**src/rtl/alu_pkg.sv**
```systemverilog
// alu_pkg: shared constants and types for the ALU issue/writeback stage.
// Holds widths, instruction field positions, opcodes and the FSM state type.
package alu_pkg;

    localparam int DATA_W  = 8;
    localparam int NREG    = 8;
    localparam int INSTR_W = 16;
    localparam int REG_W   = 3;
    localparam int OP_W    = 4;

    localparam int OP_LSB  = 12;
    localparam int RD_LSB  = 9;
    localparam int RS1_LSB = 6;
    localparam int RS2_LSB = 3;
    localparam int IMM_LSB = 0;

    localparam logic [OP_W-1:0] OP_ADD  = 4'd0;
    localparam logic [OP_W-1:0] OP_SUB  = 4'd1;
    localparam logic [OP_W-1:0] OP_AND  = 4'd2;
    localparam logic [OP_W-1:0] OP_OR   = 4'd3;
    localparam logic [OP_W-1:0] OP_XOR  = 4'd4;
    localparam logic [OP_W-1:0] OP_NOT  = 4'd5;
    localparam logic [OP_W-1:0] OP_NAND = 4'd6;
    localparam logic [OP_W-1:0] OP_SHL  = 4'd7;
    localparam logic [OP_W-1:0] OP_SHR  = 4'd8;
    localparam logic [OP_W-1:0] OP_INC  = 4'd9;
    localparam logic [OP_W-1:0] OP_DEC  = 4'd10;
    localparam logic [OP_W-1:0] OP_LT   = 4'd11;
    localparam logic [OP_W-1:0] OP_EQ   = 4'd12;
    localparam logic [OP_W-1:0] OP_LDI  = 4'd15;

    typedef enum logic {
        IDLE = 1'b0,
        EXEC = 1'b1
    } state_e;

    // Opcodes 13 and 14 are unassigned and retire as errors.
    function automatic logic is_illegal(input logic [OP_W-1:0] op);
        return (op == 4'd13) || (op == 4'd14);
    endfunction

endpackage

```
**src/rtl/alu_issue_if.sv**
```systemverilog
// alu_issue_if: instruction handshake and retirement report bundle.
// master = instruction source / result sink, slave = the issue stage.
interface alu_issue_if;
    import alu_pkg::*;

    logic               in_valid;
    logic               in_ready;
    logic [INSTR_W-1:0] in_instr;

    logic               res_valid;
    logic [REG_W-1:0]   res_rd;
    logic [DATA_W-1:0]  res_data;
    logic               res_carry;
    logic               res_err;

    modport master (
        output in_valid, in_instr,
        input  in_ready,
        input  res_valid, res_rd, res_data, res_carry, res_err
    );

    modport slave (
        input  in_valid, in_instr,
        output in_ready,
        output res_valid, res_rd, res_data, res_carry, res_err
    );

endinterface

```
**src/rtl/alu_regfile.sv**
```systemverilog
// alu_regfile: 8x8 register file, two async read ports, one debug read,
// one synchronous write port; async active-low reset clears all entries.
module alu_regfile
    import alu_pkg::*;
(
    input  logic              clk,
    input  logic              rst_n,
    input  logic [REG_W-1:0]  ra1,
    input  logic [REG_W-1:0]  ra2,
    input  logic [REG_W-1:0]  dbg_addr,
    output logic [DATA_W-1:0] rd1,
    output logic [DATA_W-1:0] rd2,
    output logic [DATA_W-1:0] dbg_data,
    input  logic              we,
    input  logic [REG_W-1:0]  wa,
    input  logic [DATA_W-1:0] wd
);

    logic [DATA_W-1:0] mem [NREG];

    always_ff @(posedge clk or negedge rst_n) begin
        if (!rst_n) begin
            for (int i = 0; i < NREG; i++) begin
                mem[i] <= '0;
            end
        end else if (we) begin
            mem[wa] <= wd;
        end
    end

    assign rd1      = mem[ra1];
    assign rd2      = mem[ra2];
    assign dbg_data = mem[dbg_addr];

endmodule

```
**src/rtl/alu_issue.sv**
```systemverilog
// alu_issue: issue/writeback stage in front of an external combinational ALU.
// Ports: clk, rst_n, io (handshake + result), alu_ctrl/x/y/out/carry, dbg_*.
module alu_issue
    import alu_pkg::*;
(
    input  logic              clk,
    input  logic              rst_n,
    alu_issue_if.slave        io,
    output logic [OP_W-1:0]   alu_ctrl,
    output logic [DATA_W-1:0] alu_x,
    output logic [DATA_W-1:0] alu_y,
    input  logic [DATA_W-1:0] alu_out,
    input  logic              alu_carry,
    input  logic [REG_W-1:0]  dbg_addr,
    output logic [DATA_W-1:0] dbg_data
);

    state_e            state;
    state_e            state_nx;
    logic              accept;
    logic              wr_en;
    logic              carry_q;
    logic              carry_nx;
    logic [OP_W-1:0]   op_q;
    logic [REG_W-1:0]  rd_q;
    logic [DATA_W-1:0] imm_q;
    logic [DATA_W-1:0] wr_data;
    logic [DATA_W-1:0] rs1_data;
    logic [DATA_W-1:0] rs2_data;

    logic [OP_W-1:0]   f_op;
    logic [REG_W-1:0]  f_rd;
    logic [REG_W-1:0]  f_rs1;
    logic [REG_W-1:0]  f_rs2;
    logic [DATA_W-1:0] f_imm;

    assign f_op  = io.in_instr[OP_LSB  +: OP_W];
    assign f_rd  = io.in_instr[RD_LSB  +: REG_W];
    assign f_rs1 = io.in_instr[RS1_LSB +: REG_W];
    assign f_rs2 = io.in_instr[RS2_LSB +: REG_W];
    assign f_imm = io.in_instr[IMM_LSB +: DATA_W];

    alu_regfile u_rf (
        .clk      (clk),
        .rst_n    (rst_n),
        .ra1      (f_rs1),
        .ra2      (f_rs2),
        .dbg_addr (dbg_addr),
        .rd1      (rs1_data),
        .rd2      (rs2_data),
        .dbg_data (dbg_data),
        .we       (wr_en),
        .wa       (rd_q),
        .wd       (wr_data)
    );

    always_ff @(posedge clk or negedge rst_n) begin
        if (!rst_n) state <= IDLE;
        else        state <= state_nx;
    end

    always_comb begin
        state_nx    = state;
        io.in_ready = 1'b0;
        accept      = 1'b0;
        wr_en       = 1'b0;
        unique case (state)
            IDLE: begin
                io.in_ready = 1'b1;
                accept      = io.in_valid;
                if (io.in_valid) state_nx = EXEC;
            end
            EXEC: begin
                wr_en    = !is_illegal(op_q);
                state_nx = IDLE;
            end
        endcase
    end

    // LDI bypasses the ALU result and keeps the carry;
    // illegal ops report zero and keep the carry.
    always_comb begin
        wr_data  = alu_out;
        carry_nx = carry_q;
        unique case (1'b1)
            (op_q == OP_LDI):  wr_data = imm_q;
            is_illegal(op_q):  wr_data = '0;
            default:           carry_nx = alu_carry;
        endcase
    end

    always_ff @(posedge clk or negedge rst_n) begin
        if (!rst_n) begin
            alu_ctrl     <= '0;
            alu_x        <= '0;
            alu_y        <= '0;
            op_q         <= '0;
            rd_q         <= '0;
            imm_q        <= '0;
            carry_q      <= 1'b0;
            io.res_valid <= 1'b0;
            io.res_rd    <= '0;
            io.res_data  <= '0;
            io.res_carry <= 1'b0;
            io.res_err   <= 1'b0;
        end else begin
            io.res_valid <= 1'b0;
            if (accept) begin
                alu_ctrl <= f_op;
                alu_x    <= rs1_data;
                alu_y    <= rs2_data;
                op_q     <= f_op;
                rd_q     <= f_rd;
                imm_q    <= f_imm;
            end
            if (state == EXEC) begin
                carry_q      <= carry_nx;
                io.res_valid <= 1'b1;
                io.res_rd    <= rd_q;
                io.res_data  <= wr_data;
                io.res_carry <= carry_nx;
                io.res_err   <= is_illegal(op_q);
            end
        end
    end

endmodule

```
**src/flat_wrapper.sv**
```systemverilog
// flat-port wrapper written by rule: the top's interface ports become plain ports
module alu_issue_flat import alu_pkg::*;
  (clk, rst_n, alu_ctrl, alu_x, alu_y, alu_out, alu_carry, dbg_addr, dbg_data, io_in_valid, io_in_instr, io_in_ready, io_res_valid, io_res_rd, io_res_data, io_res_carry, io_res_err);
  alu_issue_if io_i ();
  input  logic clk;
  input  logic rst_n;
  output logic [OP_W-1:0] alu_ctrl;
  output logic [DATA_W-1:0] alu_x;
  output logic [DATA_W-1:0] alu_y;
  input  logic [DATA_W-1:0] alu_out;
  input  logic alu_carry;
  input  logic [REG_W-1:0] dbg_addr;
  output logic [DATA_W-1:0] dbg_data;
  input wire logic [$bits(io_i.in_valid)-1:0] io_in_valid;
  input wire logic [$bits(io_i.in_instr)-1:0] io_in_instr;
  output wire logic [$bits(io_i.in_ready)-1:0] io_in_ready;
  output wire logic [$bits(io_i.res_valid)-1:0] io_res_valid;
  output wire logic [$bits(io_i.res_rd)-1:0] io_res_rd;
  output wire logic [$bits(io_i.res_data)-1:0] io_res_data;
  output wire logic [$bits(io_i.res_carry)-1:0] io_res_carry;
  output wire logic [$bits(io_i.res_err)-1:0] io_res_err;
  assign io_i.in_valid = io_in_valid;
  assign io_i.in_instr = io_in_instr;
  assign io_in_ready = io_i.in_ready;
  assign io_res_valid = io_i.res_valid;
  assign io_res_rd = io_i.res_rd;
  assign io_res_data = io_i.res_data;
  assign io_res_carry = io_i.res_carry;
  assign io_res_err = io_i.res_err;
  alu_issue u_core (.clk(clk), .rst_n(rst_n), .io(io_i), .alu_ctrl(alu_ctrl), .alu_x(alu_x), .alu_y(alu_y), .alu_out(alu_out), .alu_carry(alu_carry), .dbg_addr(dbg_addr), .dbg_data(dbg_data));
endmodule
```
**config.mk**
```make
export PLATFORM = sky130hd
export DESIGN_NAME = alu_issue_flat
export DESIGN_NICKNAME = d
export VERILOG_FILES = /design/src/rtl/alu_pkg.sv /design/src/rtl/alu_issue_if.sv /design/src/rtl/alu_regfile.sv /design/src/rtl/alu_issue.sv /design/src/flat_wrapper.sv
export SDC_FILE = /design/constraint.sdc
export NUM_CORES = 1
export LEC_CHECK = 0
export BUFFER_PORTS_ARGS = -buffer_cell sky130_fd_sc_hd__clkbuf_2
export CORE_ASPECT_RATIO = 0.5
export CORE_UTILIZATION = 65
export CTS_BUF_LIST = sky130_fd_sc_hd__clkbuf_4 sky130_fd_sc_hd__clkbuf_8
export DETAILED_ROUTE_END_ITERATION = 10
export PLACE_DENSITY = 0.88
export SKIP_CTS_REPAIR_TIMING = 1
export SLEW_MARGIN = 30
export SYNTH_ARGS = -nofsm -noshare
export SYNTH_HDL_FRONTEND = slang
export SYNTH_SLANG_ARGS = --single-unit
```
**constraint.sdc**
```tcl
create_clock -name clk -period 5 [get_ports clk]
set_clock_uncertainty 0.15 [all_clocks]
set_input_delay 1 -clock clk [delete_from_list [all_inputs] [get_ports clk]]
set_output_delay 1 -clock clk [all_outputs]
set_load 0.01 [all_outputs]
```
==> impl_metrics.ini, run 1 <==
[outcome]
outcome = complete, no violations

[die]
ios = 74
dieArea_um2 = 9368
start_util_pct = 69.81
core-area_um2 = 8346
die_h_um = 68.94
die_w_um = 135.9
rows = 23

[detailed_routing]
final_antenna_net_count = 0
vias = 4085
drt_pass1_iterations = 5
route.detailed.drc = 0
detail_route.vias_per_cell = 6.843
wl_per_cell_um = 24.03
first_iter_violations = 335
routed_wirelength_um = 14350

[worst_setup_path]
worstRegToRegCells = 3
critPathArrivalTime_ns = 2.49
critPathSlowestCell = mux4_2
r2r-start = u_core.state$_DFF_PN0_
worstSetupEndpointType = primary output
path_class = in2out
critPathMaxStageDelay_ns = 0.59
cp-startpoint = dbg_addr[0]
timing.rr.end = u_core.u_rf.mem[48]$_DFFE_PN0P_
cp-start-kind = input pin
worstPathCellList = clkbuf_2, mux4_2, mux2_2, clkbuf_2
crit_fanout = 16
crit_required_ns = 3.85
cpMostUsedCell = clkbuf_2
reg2reg_slack_ns = 2.12

[sta]
final.min_clock_period_ns = 3.636
hold_viol = 0
slew_headroom_pct = 32.97
period_share_pct = 72.73
worst_slew_pin_slew_ns = 1.004
setup-violations-final = 0
tns_ns = 0
slew_viol_final = 0
rsz0062_at_grt = false
fmax_mhz = 275.0

[finish]
final_nets = 512
syn_to_final_growth_pct = 10.98
fillerInstances = 521
final_cells = 597
drive_above_1_share_pct = 50.31
diodes = 0

[grt]
grt_remaining_overflow = 0
grt_max_degree = 82
grt_util_all_layers_pct = 33.87
grt_pass1_vias = 4003
antenna_found_initial = 0
grt_pass1_wl_um = 22490

[clock_tree]
htree_num_levels = 3
clkTransAtPathRegs_ns = 0.10
clk_latency_ns = 0.39
tritoncts = done
clock-sinks = 110
cts.path.max_buffers = 2
cts_made_buffers = 9
root_buffer = clkbuf_8

[placement]
gp_congestion = 0.8560
placedCellCount = 582
port_buffers = 73
dp_hpwl_um = 9457

[power]
ir_drop_mv = 0.2336
p_leak_nw = 2.877
power.density_nw_per_um2 = 515.3

[worst_hold_path]
hold_start = u_core.alu_x[6]$_DFFE_PN0P_
hold_path_class = reg2reg
holdPathStages = 2
min_to = u_core.alu_x[6]$_DFFE_PN0P_

[logic_synthesis]
ys_ff_latch = 110
synthTopCellsByCount = 129 x mux2_2, 110 x dfrtp_1, 32 x mux2i_1
ys_seq_area_share_pct = 47.25
synth_top_area_share_pct = 47.25
synth_edf_count = 0
syn-cell-area_um2 = 5826
synth.most_common_cell = mux2_2
synth_area_leaders = dfrtp_1 47%, mux2_2 25%, mux4_2 6.2%
yosys.area.top_type = dfrtp_1
synth_nets = 454
synth_cell_type_count = 26
syn_area_per_cell_um2 = 13.77
async_flop_share_pct = 100.0
synth_ff_type = dfrtp_1
synth_warnings = 0
synth_cells = 423

[run]
maxCapViolations = 0
## logic make-up after synthesis
kind of cell	share of synthesized area (%)
compound gates	10.31
xor+xnor	0.4726
buf+inv	2.255
flops	47.25
mux	36.81
simple gates	2.900
## worst max path at each step
stage                        to  depth (start not counted)
floorplan           dbg_data[0]                          4
global placement    dbg_data[4]                          4
detailed placement  dbg_data[5]                          4
CTS                 dbg_data[5]                          4
global route        dbg_data[4]                          4
finish              dbg_data[5]                          4
## report_power, final
group	internal [W]	switching (W)
combinational	0.000665	0.000474
clock	0.000294	0.000313
sequential	0.00123	0.000359
total	0.00219	0.00115
## final cells by class
class / instances / area [um2] / area share [%]
Clock inverter: 5 / 83.83 / 1.297
Multi-Input combinational cell: 282 / 2957 / 45.73
Timing Repair Buffer: 74 / 379.1 / 5.864
Sequential cell: 110 / 2753 / 42.58
Clock buffer: 10 / 137.6 / 2.129
Inverter: 4 / 15.01 / 0.2322
Tap cell: 112 / 140.1 / 2.168
## sequential cells by signal, indices dropped and copies added (netlist names), 3 cells and up
| name | flops |
|---|---|
| u_core.imm_q | 8 |
| u_core.io.res_data | 8 |
| u_core.alu_ctrl | 4 |
| u_core.alu_x | 8 |
| u_core.u_rf.mem | 64 |
| u_core.rd_q | 3 |
| u_core.io.res_rd | 3 |
| u_core.alu_y | 8 |
## cells in the final DEF (no fill, tap or decap), types with 3 or more instances in the layout
cell type and instances:
mux4_2 16, o22ai_1 16, o31ai_1 16, mux2_2 129, inv_1 4, clkbuf_8 10
nand2_1 21, dfrtp_1 110, a211oi_4 4, nor2b_1 3, clkbuf_2 70, nand2b_1 6
a22o_1 24, mux2i_1 32
## stage by stage
step	area, um2	hold slack (ns)	util, %	total power (W)	setup slack [ns]
6_report	6465	0.3411	77.47	0.003332	1.364
3_3_place_gp	6227	0.3103	74.62	0.002637	1.366
2_1_floorplan	5826	0.2048	-	0.002323	1.515
4_1_cts	6457	0.3413	77.38	0.003309	1.328
5_1_grt	6465	0.3676	77.47	0.003496	1.244
3_5_place_dp	6236	0.3173	74.72	0.002706	1.339
## critical path, delay by kind of cell
family	cells	cell delay, ns
buf+inv	2	0.60
mux	2	0.88
## routing by layer
metal,GRT usage [%],vias up,wire length (um),share of wire [%]
met1,47.26,2095,6510,45
met3,9.722,32,1360,9.5
met5,0,-,0,0
met4,13.75,0,311,2.2
li1,-,1740,-,-
met2,50.32,218,6165,43
No activity file was read; power rests on OpenSTA's default activity.
==> run 2, diff against run 1 <==
CORE_UTILIZATION = 54   (was 65)
PLACE_DENSITY = 0.78   (was 0.88)
clock period = 3 ns   (was 5 ns; I/O delays follow)
==> run 2 against run 1 <==
Net effect: design area grew 1.9%; sequential power grew 64%; global-route usage shrank 6.4 points; utilization shrank 14 points; highest routed layer unchanged.
==> impl_metrics.ini, run 2 (synthesis gave the netlist of run 1 again) <==
[outcome]
outcome = complete, no violations

[finish]
drive_above_1_share_pct = 51.51
diodes = 0
largest_register_ffs = 64
mostFrequentLayoutCell = mux2_2
final_nets = 526
final_cell_mix = 129 x mux2_2, 110 x dfrtp_1, 72 x clkbuf_2
regMostFlops = u_core.u_rf.mem
syn_to_final_growth_pct = 13.04

[die]
die_w_um = 148.9
dieArea_um2 = 11230
die_h_um = 75.45
rows = 26
ios = 74
start_util_pct = 56.31
core-area_um2 = 10340

[worst_setup_path]
crit_fanout = 16
critPathArrivalTime_ns = 1.84
path_class = in2out
cp-start-kind = input pin
worstSetupEndpointType = primary output
crit_required_ns = 2.25
worstRegToRegCells = 3
cpMostUsedCell = clkbuf_2
worstPathCellList = clkbuf_2, buf_12, mux4_2, mux2_2, clkbuf_2
critPathSlowestCell = mux4_2
critPathMaxStageDelay_ns = 0.52
reg2reg_slack_ns = 0.78

[sta]
fmax_mhz = 385.5
tns_ns = 0
slew_viol_final = 0
setup-violations-final = 0
worst_slew_pin_slew_ns = 0.8089
period_share_pct = 86.48
rsz0062_at_grt = false
slew_headroom_pct = 45.88
hold_viol = 0
final.min_clock_period_ns = 2.594

[clock_tree]
clkTransAtPathRegs_ns = 0.10
cts.path.max_buffers = 2
cts_made_buffers = 9
root_buffer = clkbuf_8
clk_latency_ns = 0.37
htree_num_levels = 3
tritoncts = done
clock-sinks = 110

[detailed_routing]
detail_route.vias_per_cell = 6.195
final_antenna_net_count = 0
vias = 3946
first_iter_violations = 231
wl_per_cell_um = 22.51
routed_wirelength_um = 14340
route.detailed.drc = 0
drt_pass1_iterations = 4

[grt]
antenna_found_initial = 0
grt_pass1_wl_um = 22390
grt_remaining_overflow = 0
grt_util_all_layers_pct = 27.50
grt_max_degree = 46
grt_pass1_vias = 3901

[run]
maxCapViolations = 0

[power]
p_total_w = 0.005375
p_leak_nw = 2.946
power.density_nw_per_um2 = 816.3
ir_drop_mv = 0.3401

[placement]
gp_congestion = 0.8563
port_buffers = 73
dp_hpwl_um = 10010

[worst_hold_path]
hold_path_class = in2async
==> run 2: changes by cell type in the layout (fill, tap and decap cells not counted), sizes merged <==
cell	change
buf	+12
bufinv	-1
clkbuf	+3
clkinvlp	-2
==> run 2: path summary, 6_finish.rpt <==
| path | from | to |
|---|---|---|
| max in group asynchronous | rst_n | u_core.io.res_rd[0]$_DFFE_PN0P_ |
| min in group clk | io_in_instr[12] | u_core.alu_ctrl[0]$_DFFE_PN0P_ |
| min reg2reg | u_core.alu_y[5]$_DFFE_PN0P_ | u_core.alu_y[5]$_DFFE_PN0P_ |
| min | rst_n | u_core.alu_x[7]$_DFFE_PN0P_ |
| max reg2reg | u_core.alu_ctrl[3]$_DFFE_PN0P_ | u_core.u_rf.mem[43]$_DFFE_PN0P_ |
| max | dbg_addr[0] | dbg_data[6] |
==> run 2: cell type report <==
cell class | instances | area [um2]
Clock inverter | 2 | 35.03
Sequential cell | 110 | 2753
Multi-Input combinational cell | 282 | 2944
Timing Repair Buffer | 88 | 518.0
Fill cell | 824 | 3760
Tap cell | 140 | 175.2
Clock buffer | 11 | 145.1
Inverter | 4 | 15.01
==> run 2: metal layers <==
| metal | GRT usage [%] | vias up | routed length, um |
|---|---|---|---|
| met1 | 39.03 | 2022 | 6609 |
| met4 | 4.989 | 0 | 142 |
| met5 | 0 | - | 0 |
| met3 | 7.186 | 17 | 1168 |
| li1 | - | 1757 | - |
| met2 | 43.51 | 150 | 6418 |
==> run 2: power by group <==
part,switching (W),internal (W),total [W]
combinational,0.000761,0.00112,0.00188
clock,0.000477,0.000404,0.000882
sequential,0.000565,0.00205,0.00261
total,0.00180,0.00357,0.00538
==> run 2: worst max-delay path, delay by kind of cell <==
kind                   cells  cell delay (ns)
multiplexers               2             0.81
buffers and inverters      3             0.42
==> run 2: stage by stage <==
stage / cell area (um2) / hold slack, ns / utilization (%) / setup slack (ns) / instances
floorplan: 5826 / 0.1544 / - / 0.3153 / 423
global placement: 6405 / 0.3112 / 61.91 / 0.4384 / 624
detailed placement: 6405 / 0.3216 / 61.91 / 0.4074 / 624
CTS: 6585 / 0.08698 / 63.66 / 0.4041 / 637
global route: 6585 / 0.1142 / 63.66 / 0.3601 / 637
finish: 6585 / 0.07206 / 63.66 / 0.4056 / 637
